## config.mk

```make
export PLATFORM = sky130hd
export DESIGN_NAME = vram_arbiter_flat
export DESIGN_NICKNAME = d
export VERILOG_FILES = /design/src/rtl/vram_arb_pkg.sv /design/src/rtl/vram_arbiter_if.sv /design/src/rtl/vram_arbiter.sv /design/src/flat_wrapper.sv
export SDC_FILE = /design/constraint.sdc
export NUM_CORES = 1
export LEC_CHECK = 0
export BUFFER_PORTS_ARGS = -buffer_cell sky130_fd_sc_hd__buf_4
export CORE_ASPECT_RATIO = 1.25
export CORE_MARGIN = 4
export CORE_UTILIZATION = 42
export DETAILED_ROUTE_END_ITERATION = 10
export PLACE_DENSITY = 0.84
export SYNTH_ARGS = -nofsm -noshare
export SYNTH_HDL_FRONTEND = slang
export SYNTH_SLANG_ARGS = --single-unit
```

## constraint.sdc

```tcl
create_clock -name clk -period 3 [get_ports clk]
set_input_delay 0.3 -clock clk [delete_from_list [all_inputs] [get_ports clk]]
set_output_delay 0.3 -clock clk [all_outputs]
set_load 0.02 [all_outputs]
```

## src/rtl/vram_arb_pkg.sv

```systemverilog
// Shared types for the VRAM arbiter: FSM states, grant owner and the RAM read latency.
package vram_arb_pkg;

    typedef enum logic [1:0] {
        ST_IDLE,
        ST_ISSUE,
        ST_WAIT,
        ST_ACK
    } state_e;

    typedef enum logic {
        GNT_VID,
        GNT_CPU
    } gnt_e;

    // Cycles from the RAM sampling its address to ram_rdata being valid.
    localparam int RAM_RD_LAT = 1;

endpackage

```

## src/rtl/vram_arbiter_if.sv

```systemverilog
// Video fetch, CPU bus and RAM primitive signals of the VRAM arbiter.
interface vram_arbiter_if #(
    parameter int AW = 13,
    parameter int DW = 8
);

    logic          vid_req;
    logic [AW-1:0] vid_addr;
    logic          vid_ack;
    logic [DW-1:0] vid_rdata;

    logic          cpu_req;
    logic          cpu_we;
    logic [AW-1:0] cpu_addr;
    logic [DW-1:0] cpu_wdata;
    logic          cpu_ack;
    logic [DW-1:0] cpu_rdata;

    logic [AW-1:0] ram_addr;
    logic          ram_we;
    logic [DW-1:0] ram_wdata;
    logic [DW-1:0] ram_rdata;

    // Arbiter side.
    modport slave (
        input  vid_req, vid_addr,
        output vid_ack, vid_rdata,
        input  cpu_req, cpu_we, cpu_addr, cpu_wdata,
        output cpu_ack, cpu_rdata,
        output ram_addr, ram_we, ram_wdata,
        input  ram_rdata
    );

    // Requesters and RAM primitive side.
    modport master (
        output vid_req, vid_addr,
        input  vid_ack, vid_rdata,
        output cpu_req, cpu_we, cpu_addr, cpu_wdata,
        input  cpu_ack, cpu_rdata,
        input  ram_addr, ram_we, ram_wdata,
        output ram_rdata
    );

endinterface

```

## src/rtl/vram_arbiter.sv

```systemverilog
// Shares the single-port VRAM between the video fetcher (priority) and the CPU;
// a starvation counter lets the CPU win once after CPU_MAX_WAIT lost arbitrations.
module vram_arbiter
    import vram_arb_pkg::*;
#(
    parameter int AW           = 13,
    parameter int DW           = 8,
    parameter int CPU_MAX_WAIT = 4
) (
    input  logic          clk,
    input  logic          reset,
    vram_arbiter_if.slave bus,
    output logic          busy
);

    localparam int            SW         = (CPU_MAX_WAIT > 0) ? $clog2(CPU_MAX_WAIT + 1) : 1;
    localparam logic [SW-1:0] STARVE_MAX = SW'(CPU_MAX_WAIT);

    state_e        state_q, state_d;
    gnt_e          gnt_q, gnt_d;
    logic [SW-1:0] starve_q, starve_d;
    logic          wr_q, wr_d;
    logic [AW-1:0] ram_addr_q, ram_addr_d;
    logic          ram_we_q, ram_we_d;
    logic [DW-1:0] ram_wdata_q, ram_wdata_d;
    logic [DW-1:0] vid_rdata_q, vid_rdata_d;
    logic [DW-1:0] cpu_rdata_q, cpu_rdata_d;
    logic          cpu_wins;

    // NOTE: every variable gets a default at the top so no path through the case infers a latch.
    always_comb begin
        state_d     = state_q;
        gnt_d       = gnt_q;
        starve_d    = starve_q;
        wr_d        = wr_q;
        ram_addr_d  = ram_addr_q;
        ram_we_d    = 1'b0;
        ram_wdata_d = ram_wdata_q;
        vid_rdata_d = vid_rdata_q;
        cpu_rdata_d = cpu_rdata_q;
        cpu_wins    = bus.cpu_req && (!bus.vid_req || (starve_q >= STARVE_MAX));

        unique case (state_q)
            ST_IDLE: begin
                if (bus.vid_req || bus.cpu_req) begin
                    state_d     = ST_ISSUE;
                    ram_wdata_d = bus.cpu_wdata;
                    if (cpu_wins) begin
                        gnt_d      = GNT_CPU;
                        ram_addr_d = bus.cpu_addr;
                        ram_we_d   = bus.cpu_we;
                        wr_d       = bus.cpu_we;
                        starve_d   = '0;
                    end else begin
                        gnt_d      = GNT_VID;
                        ram_addr_d = bus.vid_addr;
                        wr_d       = 1'b0;
                        // A lost arbitration only counts while the CPU is actually waiting.
                        if (bus.cpu_req && (starve_q < STARVE_MAX)) begin
                            starve_d = starve_q + 1'b1;
                        end
                    end
                end
            end
            ST_ISSUE: state_d = ST_WAIT;
            ST_WAIT: begin
                state_d = ST_ACK;
                if (gnt_q == GNT_VID) begin
                    vid_rdata_d = bus.ram_rdata;
                end else if (!wr_q) begin
                    cpu_rdata_d = bus.ram_rdata;
                end
            end
            ST_ACK:  state_d = ST_IDLE;
            default: state_d = ST_IDLE;
        endcase
    end

    // NOTE: sequential state uses non-blocking assignments so all registers sample pre-edge values.
    always_ff @(posedge clk) begin
        if (reset) begin
            state_q     <= ST_IDLE;
            gnt_q       <= GNT_VID;
            starve_q    <= '0;
            wr_q        <= 1'b0;
            ram_addr_q  <= '0;
            ram_we_q    <= 1'b0;
            ram_wdata_q <= '0;
            vid_rdata_q <= '0;
            cpu_rdata_q <= '0;
        end else begin
            state_q     <= state_d;
            gnt_q       <= gnt_d;
            starve_q    <= starve_d;
            wr_q        <= wr_d;
            ram_addr_q  <= ram_addr_d;
            ram_we_q    <= ram_we_d;
            ram_wdata_q <= ram_wdata_d;
            vid_rdata_q <= vid_rdata_d;
            cpu_rdata_q <= cpu_rdata_d;
        end
    end

    assign bus.ram_addr  = ram_addr_q;
    assign bus.ram_we    = ram_we_q;
    assign bus.ram_wdata = ram_wdata_q;
    assign bus.vid_rdata = vid_rdata_q;
    assign bus.cpu_rdata = cpu_rdata_q;
    assign bus.vid_ack   = (state_q == ST_ACK) && (gnt_q == GNT_VID);
    assign bus.cpu_ack   = (state_q == ST_ACK) && (gnt_q == GNT_CPU);
    assign busy          = (state_q != ST_IDLE);

endmodule

```

## src/flat_wrapper.sv

```systemverilog
// flat-port wrapper written by rule: the top's interface ports become plain ports
module vram_arbiter_flat import vram_arb_pkg::*;
#(
    parameter int AW           = 13,
    parameter int DW           = 8,
    parameter int CPU_MAX_WAIT = 4
)
  (clk, reset, busy, bus_vid_req, bus_vid_addr, bus_vid_ack, bus_vid_rdata, bus_cpu_req, bus_cpu_we, bus_cpu_addr, bus_cpu_wdata, bus_cpu_ack, bus_cpu_rdata, bus_ram_addr, bus_ram_we, bus_ram_wdata, bus_ram_rdata);
  vram_arbiter_if #(.AW(AW), .DW(DW)) bus_i ();
  input  logic clk;
  input  logic reset;
  output logic busy;
  input wire logic [$bits(bus_i.vid_req)-1:0] bus_vid_req;
  input wire logic [$bits(bus_i.vid_addr)-1:0] bus_vid_addr;
  output wire logic [$bits(bus_i.vid_ack)-1:0] bus_vid_ack;
  output wire logic [$bits(bus_i.vid_rdata)-1:0] bus_vid_rdata;
  input wire logic [$bits(bus_i.cpu_req)-1:0] bus_cpu_req;
  input wire logic [$bits(bus_i.cpu_we)-1:0] bus_cpu_we;
  input wire logic [$bits(bus_i.cpu_addr)-1:0] bus_cpu_addr;
  input wire logic [$bits(bus_i.cpu_wdata)-1:0] bus_cpu_wdata;
  output wire logic [$bits(bus_i.cpu_ack)-1:0] bus_cpu_ack;
  output wire logic [$bits(bus_i.cpu_rdata)-1:0] bus_cpu_rdata;
  output wire logic [$bits(bus_i.ram_addr)-1:0] bus_ram_addr;
  output wire logic [$bits(bus_i.ram_we)-1:0] bus_ram_we;
  output wire logic [$bits(bus_i.ram_wdata)-1:0] bus_ram_wdata;
  input wire logic [$bits(bus_i.ram_rdata)-1:0] bus_ram_rdata;
  assign bus_i.vid_req = bus_vid_req;
  assign bus_i.vid_addr = bus_vid_addr;
  assign bus_vid_ack = bus_i.vid_ack;
  assign bus_vid_rdata = bus_i.vid_rdata;
  assign bus_i.cpu_req = bus_cpu_req;
  assign bus_i.cpu_we = bus_cpu_we;
  assign bus_i.cpu_addr = bus_cpu_addr;
  assign bus_i.cpu_wdata = bus_cpu_wdata;
  assign bus_cpu_ack = bus_i.cpu_ack;
  assign bus_cpu_rdata = bus_i.cpu_rdata;
  assign bus_ram_addr = bus_i.ram_addr;
  assign bus_ram_we = bus_i.ram_we;
  assign bus_ram_wdata = bus_i.ram_wdata;
  assign bus_i.ram_rdata = bus_ram_rdata;
  vram_arbiter #(.AW(AW), .DW(DW), .CPU_MAX_WAIT(CPU_MAX_WAIT)) u_core (.clk(clk), .reset(reset), .bus(bus_i), .busy(busy));
endmodule
```

==> results of run 1 <==
==> layer usage <==
metal	share of wire	routed length [um]
met1	0.39	1760
met2	0.49	2210
met4	0.014	63
met5	0	0
met3	0.11	509
==> power by group through the flow <==
stage          clock, mW  sequential (mW)  combinational, mW
2_1_floorplan          0            0.936              0.517
3_3_place_gp           0            0.807              0.878
3_5_place_dp           0            0.811              0.898
4_1_cts            0.476            0.797              0.901
5_1_grt            0.498            0.813              0.986
6_report           0.460            0.795              0.888
==> final cells by class <==
class / instances / area share
sequential: 45 / 0.334
clock buffer: 7 / 0.0320
multi-input combinational: 144 / 0.345
timing repair buffer: 88 / 0.245
inverter: 4 / 0.00557
clock inverter: 1 / 0.0111
tap: 58 / 0.0269
==> worst max path at each step <==
stage / startpoint / slack (ns) / endpoint / cells past startpoint
after global placement: u_core.state_q[0]$_SDFFE_PP0P_ / 1.31 / u_core.bus.vid_rdata[4]$_SDFFE_PP0P_ / 5
after detailed placement: u_core.state_q[0]$_SDFFE_PP0P_ / 1.25 / u_core.bus.ram_addr[7]$_SDFFE_PP0P_ / 6
after global routing: u_core.state_q[1]$_SDFFE_PP0P_ / 1.07 / u_core.bus.ram_addr[7]$_SDFFE_PP0P_ / 6
after CTS: u_core.state_q[0]$_SDFFE_PP0P_ / 1.23 / u_core.bus.ram_addr[7]$_SDFFE_PP0P_ / 6
after floorplan: u_core.state_q[0]$_SDFFE_PP0P_ / 1.62 / u_core.state_q[1]$_SDFFE_PP0P_ / 6
final: u_core.state_q[0]$_SDFFE_PP0P_ / 1.25 / u_core.bus.ram_addr[7]$_SDFFE_PP0P_ / 6
==> cell usage after synthesis <==
| master | count |
|---|---|
| a211oi_1 | 1 |
| a21oi_1 | 13 |
| a2bb2oi_1 | 1 |
| a311oi_2 | 13 |
| and2_1 | 1 |
| and2b_4 | 1 |
| buf_2 | 6 |
| buf_4 | 4 |
| buf_6 | 4 |
| clkbuf_1 | 4 |
| dfxtp_1 | 45 |
| ha_1 | 4 |
| inv_1 | 3 |
| inv_2 | 1 |
| mux2i_1 | 16 |
| nand2_1 | 23 |
| nand2b_2 | 1 |
| nand3_1 | 13 |
| nand3b_1 | 1 |
| nand4_1 | 2 |
| nor2_1 | 32 |
| nor2b_1 | 2 |
| nor3_1 | 1 |
| o21a_1 | 1 |
| o21ai_0 | 12 |
| o21ai_1 | 1 |
| o21ai_2 | 1 |
| o31ai_1 | 1 |
| or3_1 | 2 |
| or4_1 | 1 |
==> worst max-delay path, delay by kind of cell, from the launching register on <==
| kind | cells | cell delay, ns |
|---|---|---|
| adders and majority gates | 1 | 0.35 |
| buffers and inverters | 2 | 0.43 |
| AOI/OAI and AO/OA | 2 | 0.43 |
| and+or+nand+nor | 1 | 0.11 |
| DFF | 1 | 0.33 |
==> logic make-up (layout without fill, tap and decap cells) <==
family                   Yosys count  after routing  share of synthesized area
adder cells (fa/ha/maj)            4              4                     0.0255
buffers and inverters             22            100                     0.0687
AO/OA/AOI/OAI                     44             44                      0.186
AND/OR/NAND/NOR                   80             80                      0.180
flip-flops                        45             45                      0.458
multiplexers                      16             16                     0.0815
==> flip-flops by register name, indices dropped and copies added (netlist names) <==
name,count
u_core.bus.cpu_rdata,8
u_core.gnt_q,1
u_core.wr_q,1
u_core.bus.ram_we,1
u_core.bus.ram_addr,13
u_core.bus.vid_rdata,8
u_core.state_q,2
u_core.bus.ram_wdata,8
u_core.starve_q,3
==> flow_summary.toml, run 1 <==
[placement]
dp_cells = 339
gp_congestion = 0.742
placed_area_mm2 = 0.00258
dp_slack_ns = 1.25
dp_hpwl_um = 3440
portBuffers = 87

[clocking]
cts_setup_buffers = 0
post_cts_resized = 0
cts_tree = "done"
cts-root-buf = "clkbuf_8"
cts_hold_buf = 0
h-tree-depth = 2
clk-insertion-delay-late_ns = 0.29
cts_sinks = 45
cts-buffers-inserted = 5
path_clk_slew_ns = 0.08
clockBufferDepth = 2

[synthesis]
synth.avg_cell_area_um2 = 9.32
ys_seq_area_frac = 0.458
yosysWarnings = 0
syn_nets = 262
netlist_top_cells_area = "dfxtp_1 46%, a311oi_2 9.9%, mux2i_1 8.1%"
syn_inst = 211
syn_area_mm2 = 0.00197
synth_seq_cells = 45
yosys.area.top_type = "dfxtp_1"
ys_types = 30
synth_top_area_share = 0.458

[timing]
worst_pin_slew_ns = 0.846
hold_viol = 0
setup_tns_ns = 0
holdWs_ns = 0.252
fin_ws_ns = 1.25
finalCriticalPeriod_ns = 1.75
drv_slew = 0
maxSlewHeadroom = 0.435
period_share = 0.582
rsz0062_at_grt = "no"
finClkSkew_ns = 0.00270
fmax_mhz = 572
finalSetupViolCount = 0

[status]
outcome = "finished clean"

[finish]
fillers = 425
stdcell_count = 347
fin_area_mm2 = 0.00270
drive_gt1_frac = 0.388
area_delta_synth_final_pct = 37.1
layout.nets = 339
layout_common_cells = "88 x buf_4, 45 x dfxtp_1, 32 x nor2_1, 23 x nand2_1, 16 x mux2i_1"
layout_commonest_cell = "buf_4"
regArea_um2 = 901
antenna_cells = 0
fin_util = 0.604
multiInputGateArea_um2 = 930

[worst_hold_path]
whs_endpoint = "u_core.bus.ram_wdata[4]$_SDFFE_PP0P_"
whs_path_depth = 3
holdCritStartpoint = "bus_cpu_wdata[4]"
hold_path.class = "primary input to register"

[setup_path]
slowest_stage = "ha_1"
worstPathRequired_ns = 3.20
critPathKind = "register to register"
cp_cell_sequence = "inv_1 > ha_1 > o21a_1 > buf_4 > nor2_1 > a311oi_2"
cpPeakStageDelay_ns = 0.35
start_kind = "register"
reg2reg_from = "u_core.state_q[0]$_SDFFE_PP0P_"
reg2reg_slack_ns = 1.25
cp_max_fo = 34
end_kind = "register"
reg2reg_depth = 6
rr_endpoint = "u_core.bus.ram_addr[7]$_SDFFE_PP0P_"
arrival_ns = 1.95

[routing]
drt-total-wl_um = 4540
drt-initial-drc-count = 75
routed-via-count = 1708
drc_errors = 0
firstDrtPassIters = 4
ant_nets = 0
avgRoutedWirePerCell_um = 13.1
vias_per_cell = 4.92

[global_route]
top_usage_layer = "met2"
grt_usage = 0.163
antenna_found_initial = 0
grt_pass1_wl_um = 7800
grt_pass1_vias = 1721
use_met2 = 0.286
grt_max_degree = 46
globalRouteMet3Util = 0.0838
use_met1 = 0.171
grt-ovfl-total = 0

[power_and_ir_drop]
clkPwrFrac = 0.215
p_comb_frac = 0.414
p_int_mw = 1.37
vdd_drop_max_mv = 0.410
powerDensity_mw_per_mm2 = 795
power_leakage_nw = 1.22
p_seq_frac = 0.371
switching_share = 0.359
power_mw = 2.14
switching_power_uw = 770

[die]
ioPinCount = 88
core-area_mm2 = 0.00446
die-area_mm2 = 0.00585
die_w_um = 69.2
start_util = 0.441
rows = 27
fp.dieH_um = 84.5

[job]
maxCapViolations = 0
(Power assumes the default switching activity.)
==> run 2, diff against run 1 <==
Settings changed: PLACE_DENSITY 0.84 to 0.86.
Clock period 3 ns to 1.4 ns, I/O delays scaled along.
==> flow_summary.toml, run 2 (synthesis results as in run 1) <==
[status]
outcome = "finished clean"

[power_and_ir_drop]
power_leakage_nw = 1.27
p_int_mw = 3.06
clkPwrFrac = 0.160
vdd_drop_max_mv = 1.13
p_comb_frac = 0.481
switching_power_mw = 1.70
p_seq_frac = 0.359
switching_share = 0.357
powerDensity_mw_per_mm2 = 1690
power_mw = 4.76

[setup_path]
end_kind = "register"
cp_max_fo = 6
start_kind = "register"
critical_path_buf_inv_count = 2
critPathTopFamily = "simple AND/OR/NAND/NOR gates"
worstPathRequired_ns = 1.62
cpPeakStageDelay_ns = 0.36
slowest_stage = "or3_1"
rr_endpoint = "u_core.starve_q[2]$_SDFFE_PP0P_"
cp_cell_sequence = "inv_1 > ha_4 > buf_4 > nand2_2 > or3_1 > a21oi_1"
reg2reg_from = "u_core.state_q[1]$_SDFFE_PP0P_"
arrival_ns = 1.55
critPathKind = "register to register"
reg2reg_depth = 6
reg2reg_slack_ns = 0.06

[timing]
maxSlewHeadroom = 0.648
rsz0062_at_grt = "no"
worst_pin_slew_ns = 0.528
finalSetupViolCount = 0
drv_slew = 0
fmax_mhz = 747
period_share = 0.957
finalCriticalPeriod_ns = 1.34
hold_viol = 0
fin_ws_ns = 0.0606
finClkSkew_ns = 0.00443

[clocking]
cts_setup_buffers = 0
cts_sinks = 45
path_clk_slew_ns = 0.07
cts_tree = "done"
cts-root-buf = "clkbuf_8"
cts-buffers-inserted = 5
clk-insertion-delay-late_ns = 0.28
h-tree-depth = 2
clockBufferDepth = 2

[routing]
avgRoutedWirePerCell_um = 13.5
routed-via-count = 1751
ant_nets = 0
drt-total-wl_um = 4780
drc_errors = 0
vias_per_cell = 4.93
firstDrtPassIters = 4
drt-initial-drc-count = 56

[worst_hold_path]
whs_path_depth = 3
holdCritStartpoint = "bus_ram_rdata[3]"
hold_path.class = "primary input to register"
whs_endpoint = "u_core.bus.vid_rdata[3]$_SDFFE_PP0P_"

[finish]
layout_commonest_cell = "buf_4"
largest_register_ffs = 13
antenna_cells = 0
fillers = 400
multiInputGateArea_um2 = 956
drive_gt1_frac = 0.434
regArea_um2 = 902
area_delta_synth_final_pct = 43.3
layout_common_cells = "92 x buf_4, 44 x dfxtp_1, 32 x nor2_1, 22 x nand2_1, 16 x mux2i_1"
layout.nets = 348

[global_route]
grt_usage = 0.167
grt-ovfl-total = 0
antenna_found_initial = 0
grt_pass1_wl_um = 8080
grt_pass1_vias = 1804
grt_max_degree = 46

[die]
fp.dieH_um = 84.5
ioPinCount = 88
die_w_um = 69.2
die-area_mm2 = 0.00585
rows = 27
core-area_mm2 = 0.00446
start_util = 0.441

[placement]
portBuffers = 87
dp_hpwl_um = 3560
dp_slack_ns = -0.0378
gp_congestion = 0.785

[job]
maxCapViolations = 0
[run 2: cell count changes in the layout (fill, tap and decap cells not counted), sizes merged]
cell    before  now
buf         88   96
bufbuf       0    1
bufinv       1    0
[run 2: cell type report]
class	count	share of cell area
inverters	4	0.00533
clock buffers	7	0.0306
flip-flops and latches	45	0.320
multi-input cells	144	0.339
well taps	58	0.0258
repair buffers	97	0.279
[run 2: metal layers]
metal | GRT usage | vias to the layer above | wire length [um]
met3 | 0.0647 | 4 | 384
met2 | 0.299 | 72 | 2430
met4 | 0.0480 | 0 | 38
li1 | - | 897 | -
met1 | 0.183 | 778 | 1930
met5 | 0 | - | 0
[run 2: power by group through the flow]
stage | registers (mW) | logic [mW] | clock network [mW]
after floorplan | 2.01 | 1.11 | 0
after global placement | 1.72 | 2.05 | 0
after detailed placement | 1.73 | 2.10 | 0
after CTS | 1.70 | 2.28 | 0.797
after global routing | 1.74 | 2.51 | 0.836
final | 1.71 | 2.29 | 0.763
[run 2: timing repair]
action / in CTS / in global routing
cloned: 1 / 0
pin swaps: 1 / 0
hold buffers: 0 / 0
setup endpoints to repair: 15 / 28
gates resized for setup: 2 / 10
[run 2: worst max path at each step]
stage | to | depth (start not counted) | slack (ns) | start
finish | u_core.starve_q[2]$_SDFFE_PP0P_ | 6 | 0.06 | u_core.state_q[1]$_SDFFE_PP0P_
global route | u_core.bus.vid_rdata[7]$_SDFFE_PP0P_ | 6 | 0.004 | u_core.state_q[1]$_SDFFE_PP0P_
CTS | u_core.bus.ram_wdata[1]$_SDFFE_PP0P_ | 6 | 0.02 | u_core.state_q[0]$_SDFFE_PP0P_
detailed placement | u_core.bus.ram_addr[8]$_SDFFE_PP0P_ | 6 | -0.04 | u_core.state_q[0]$_SDFFE_PP0P_
global placement | u_core.starve_q[2]$_SDFFE_PP0P_ | 6 | 0.02 | u_core.state_q[0]$_SDFFE_PP0P_
floorplan | u_core.state_q[1]$_SDFFE_PP0P_ | 6 | 0.02 | u_core.state_q[0]$_SDFFE_PP0P_
[run 2: worst reg2reg max path: cells and delay by family, from the launching register on]
kind | cells | cell delay [ns]
AOI/OAI and AO/OA | 1 | 0.12
adders and majority gates | 1 | 0.16
buffers and inverters | 2 | 0.24
DFF | 1 | 0.31
and+or+nand+nor | 2 | 0.44
[run 2: per-stage QoR]
step	cells	instance area, um2	utilization	TNS, ns	hold slack [ns]
after CTS	355	2800	0.627	0	0.0913
after global routing	355	2820	0.632	0	0.0993
after detailed placement	347	2660	0.597	-0.250	0.396
after floorplan	211	1970	-	0	0.276
after global placement	347	2660	0.597	0	0.386
final	355	2820	0.632	0	0.101
